[src/rtl/uart_tx_scheduler.sv]
// Arbitrates register-file (1 byte) and ALU (2 byte) responses and feeds their
// bytes one frame at a time into the UART TX engine, retrying lost starts.
module uart_tx_scheduler #(
    parameter int TIMEOUT = 4
) (
    input  logic        clk,
    input  logic        reset,
    input  logic        rf_req,
    input  logic [7:0]  rf_data,
    output logic        rf_ack,
    input  logic        alu_req,
    input  logic [15:0] alu_data,
    output logic        alu_ack,
    input  logic        tx_busy,
    output logic [7:0]  tx_p_data,
    output logic        tx_d_valid,
    output logic        sched_busy
);

    typedef enum logic [1:0] {
        IDLE,
        LOAD,
        WAIT_HI,
        WAIT_LO
    } state_t;

    localparam logic [7:0] TIMER_LAST = 8'(TIMEOUT - 1);

    state_t      state;
    logic [15:0] hold;
    logic [1:0]  bytes_left;
    logic [7:0]  timer;
    logic        rr_last_alu;

    // rr_last_alu resets high so the register file wins the first tie.
    always_ff @(posedge clk or negedge reset) begin
        if (!reset) begin
            state       <= IDLE;
            hold        <= 16'h0000;
            bytes_left  <= 2'd0;
            timer       <= 8'd0;
            rr_last_alu <= 1'b1;
            rf_ack      <= 1'b0;
            alu_ack     <= 1'b0;
            tx_d_valid  <= 1'b0;
            tx_p_data   <= 8'h00;
            sched_busy  <= 1'b0;
        end else begin
            rf_ack     <= 1'b0;
            alu_ack    <= 1'b0;
            tx_d_valid <= 1'b0;
            case (state)
                IDLE: begin
                    if (rf_req && (!alu_req || rr_last_alu)) begin
                        hold        <= {8'h00, rf_data};
                        bytes_left  <= 2'd1;
                        rf_ack      <= 1'b1;
                        rr_last_alu <= 1'b0;
                        state       <= LOAD;
                        sched_busy  <= 1'b1;
                    end else if (alu_req) begin
                        hold        <= alu_data;
                        bytes_left  <= 2'd2;
                        alu_ack     <= 1'b1;
                        rr_last_alu <= 1'b1;
                        state       <= LOAD;
                        sched_busy  <= 1'b1;
                    end
                end
                LOAD: begin
                    if (!tx_busy) begin
                        tx_p_data  <= hold[7:0];
                        tx_d_valid <= 1'b1;
                        timer      <= 8'd0;
                        state      <= WAIT_HI;
                    end
                end
                // A start the UART never acknowledged is re-issued from LOAD.
                WAIT_HI: begin
                    if (tx_busy) begin
                        state <= WAIT_LO;
                    end else if (timer == TIMER_LAST) begin
                        state <= LOAD;
                    end else begin
                        timer <= timer + 8'd1;
                    end
                end
                WAIT_LO: begin
                    if (!tx_busy) begin
                        if (bytes_left == 2'd2) begin
                            hold       <= {8'h00, hold[15:8]};
                            bytes_left <= 2'd1;
                            state      <= LOAD;
                        end else begin
                            bytes_left <= 2'd0;
                            state      <= IDLE;
                            sched_busy <= 1'b0;
                        end
                    end
                end
                default: begin
                    state      <= IDLE;
                    sched_busy <= 1'b0;
                end
            endcase
        end
    end

endmodule

[config.mk]
export PLATFORM = sky130hd
export DESIGN_NAME = uart_tx_scheduler
export DESIGN_NICKNAME = d
export VERILOG_FILES = /design/src/rtl/uart_tx_scheduler.sv
export SDC_FILE = /design/constraint.sdc
export NUM_CORES = 1
export LEC_CHECK = 0
export ABC_AREA = 1
export BUFFER_PORTS_ARGS = -buffer_cell sky130_fd_sc_hd__buf_2
export CORE_ASPECT_RATIO = 1.1
export CORE_MARGIN = 1.5
export CORE_UTILIZATION = 49
export DETAILED_ROUTE_END_ITERATION = 12
export GPL_TIMING_DRIVEN = 0
export PLACE_DENSITY_LB_ADDON = 0.25
export SLEW_MARGIN = 15
export SYNTH_ARGS = -nofsm -noshare
export SYNTH_HDL_FRONTEND = slang
export SYNTH_SLANG_ARGS = --single-unit
[constraint.sdc]
create_clock -name clk -period 1.5 [get_ports clk]
set_clock_uncertainty 0.15 [all_clocks]
set_input_delay 0.45 -clock clk [delete_from_list [all_inputs] [get_ports clk]]
set_output_delay 0.45 -clock clk [all_outputs]
set_load 0.005 [all_outputs]
==> flow_summary.yaml <==
run_status:
  status: "finished, violations left"
  violations: "negative setup slack"
worst_setup_path:
  worstPathArrival_ps: 1670
  cp-startpoint: "state[0]"
  ff2ff_setup_slack_ps: -80
  r2r_end: "hold[9]"
  worstSetupPathType: "reg -> reg"
  reg2reg_from: "state[0]"
  crit_fanout: 5
  crit_path_end: "hold[9]"
  end_kind: "flip-flop"
  cp.required_ps: 1600
  start_kind: "flip-flop"
  worstRegToRegCells: 8
cts:
  cts_root_buffer: "clkbuf_8"
  clock_sinks: 41
  clk_path_buf_depth: 2
  cts_buffers: 5
  clk_pin_slew_ps: 90
  insertion_delay_ps: 300
  cts_tree: "done"
  cts_hold_repair.buffers: 0
  cts_max_level: 2
sta:
  fmax_mhz: 635
  hold_viol_final: 0
  maxSlewViolCount: 0
  whs_ps: 109
  rsz0062_at_grt: "yes"
  max_slew_margin_pct: 41.6
  period_share_pct: 105
  setup_tns_ps: -687
  setup_viol: 19
  setup_ws_ps: -75.4
  period_needed_ps: 1580
  worst_pin_slew_ps: 875
global_route:
  globalRouteTotalUtil_pct: 20.4
  met3_usage_pct: 4.03
  grt_pass1_wl_mm: 7.62
  grt_pass1_vias: 1809
  antenna_found_initial: 0
  grt_use_met1_pct: 25.1
  grt_overflow: 0
  top_usage_layer: "met2"
  grt_max_degree: 42
  met2_usage_pct: 34.3
floorplan:
  ioPinCount: 41
  die_y_um: 72.5
  die_x_um: 66.2
  initial_core_util_pct: 50.6
  std_cell_rows: 25
  die_area_um2: 4800
  core_um2: 4250
cells_and_area:
  final_core_util_pct: 68.6
  layout-drive-gt1-share_pct: 33.6
  layout_common_cells: "nand2_1 (116), buf_2 (40), nand3_1 (36), dfrtp_1 (36)"
  finalNetCount: 392
  fin_area_um2: 2920
  antennaDiodeCount: 0
  final_common_cell: "nand2_1"
  area_growth_pct: 35.7
placement:
  place.gp.congestion: 0.818
  place_area_um2: 2420
  dpl.hpwl_mm: 3.17
  port_buffers: 40
logic_synthesis:
  synth_top_area_share_pct: 46.5
  yosysTopAreaCell: "dfrtp_1"
  synth-warning-count: 0
  ys_ff_latch: 41
  ys_seq_area_share_pct: 47.8
  synth_area_leaders: "dfrtp_1 (47%), nand2_1 (21%), nand3_1 (8.6%), nor2_1 (4.0%), inv_1 (3.7%)"
  synth_nets: 321
  yosysUniqueCellTypes: 25
  postSynthCellCount: 291
  avgSynthCellArea_um2: 7.39
  synthesis.area_um2: 2150
power_and_ir_drop:
  power_density_nw_per_um2: 1970
  vdd_drop_max_v: 0.00103
  p_leak_nw: 1.57
detailed_routing:
  vias: 2084
  dr.pass1.iters: 4
  ant_nets: 0
  via_per_inst: 5.00
  wl_per_cell_um: 12.3
  drc_errors: 0
  wirelength_mm: 5.12
  first_iter_violations: 120
hold_path:
  hp-class: "in -> async"
flow_run:
  max-cap-violations: 0
[sequential cells by signal (all words and copies together), names as in the netlist]
signal,flops
tx_p_data,8
rr_last_alu,1
bytes_left,2
timer,8
alu_ack,1
sched_busy,1
tx_d_valid,1
hold,16
state,2
rf_ack,1
[kinds of logic after synthesis]
group	synth area share, %
AOI/OAI and AO/OA	5.24
buffers and inverters	7.27
and+or+nand+nor	39.2
DFF	47.8
adders and majority gates	0.582
[cells in the mapped netlist]
library cell	n
a21oi_1	1
nand2_1	121
clkbuf_1	1
nor2_1	23
buf_12	1
nand3_1	37
and2_1	1
buf_4	1
inv_1	21
o21ai_0	14
inv_2	4
buf_2	1
buf_6	2
nand2_4	1
o21ai_4	1
buf_1	1
o21ai_2	1
dfstp_2	1
ha_1	1
nand2_2	12
dfrtp_1	40
o21bai_1	1
nor2_2	2
o21ai_1	1
nor2_4	1
[per-stage QoR]
step	setup WS [ps]	instances	total power (W)
after floorplan	45.4	291	0.00319
after global placement	-211	385	0.00365
after detailed placement	-223	385	0.00371
after CTS	-123	397	0.00492
after global routing	-159	417	0.00615
final	-75.4	417	0.00575
[worst min-delay path by stage]
stage                       from           end  slack (ps)
floorplan                  reset       alu_ack           4
global placement    tx_p_data[6]  tx_p_data[6]         300
detailed placement  tx_p_data[7]  tx_p_data[7]         310
CTS                        reset  tx_p_data[4]         160
global route               reset      timer[4]         190
finish                     reset      timer[4]         110
[worst max-delay path, stage by stage, from the launching register on]
cell and delay [ps]:
dfrtp_2 460, nand2_4 100, buf_6 140, o21ai_4 220, inv_2 70, nand2_4 110
clkbuf_16 160, nand2_2 50, nand2_1 60
[layout make-up]
| cell class | instances | area [um^2] |
|---|---|---|
| fill | 358 | 1340 |
| buffer | 7 | 81.3 |
| multi-input combinational | 218 | 1080 |
| sequential | 41 | 1030 |
| inverter | 25 | 101 |
| clock buffer | 5 | 68.8 |
| clock inverter | 3 | 65.1 |
| tap | 54 | 67.6 |
| timing repair buffer | 64 | 422 |
[per-layer routing]
| metal | wire [um] | vias up |
|---|---|---|
| met5 | 0 | - |
| met2 | 2620 | 73 |
| met3 | 246 | 11 |
| met4 | 99 | 0 |
| met1 | 2160 | 948 |
| li1 | - | 1052 |
[power by group]
part | switching (W) | internal, W
sequential | 0.000293 | 0.00152
clock | 0.000407 | 0.000661
combinational | 0.00151 | 0.00136
total | 0.00221 | 0.00354
[repair_timing]
item                       4_1_cts  5_1_grt
setup buffers                    4       17
gates resized for setup         13       39
pin swaps                        2       14
setup endpoints to repair       39       39
cloned                           0        3
Note: power is estimated with default switching activity, not from simulation.
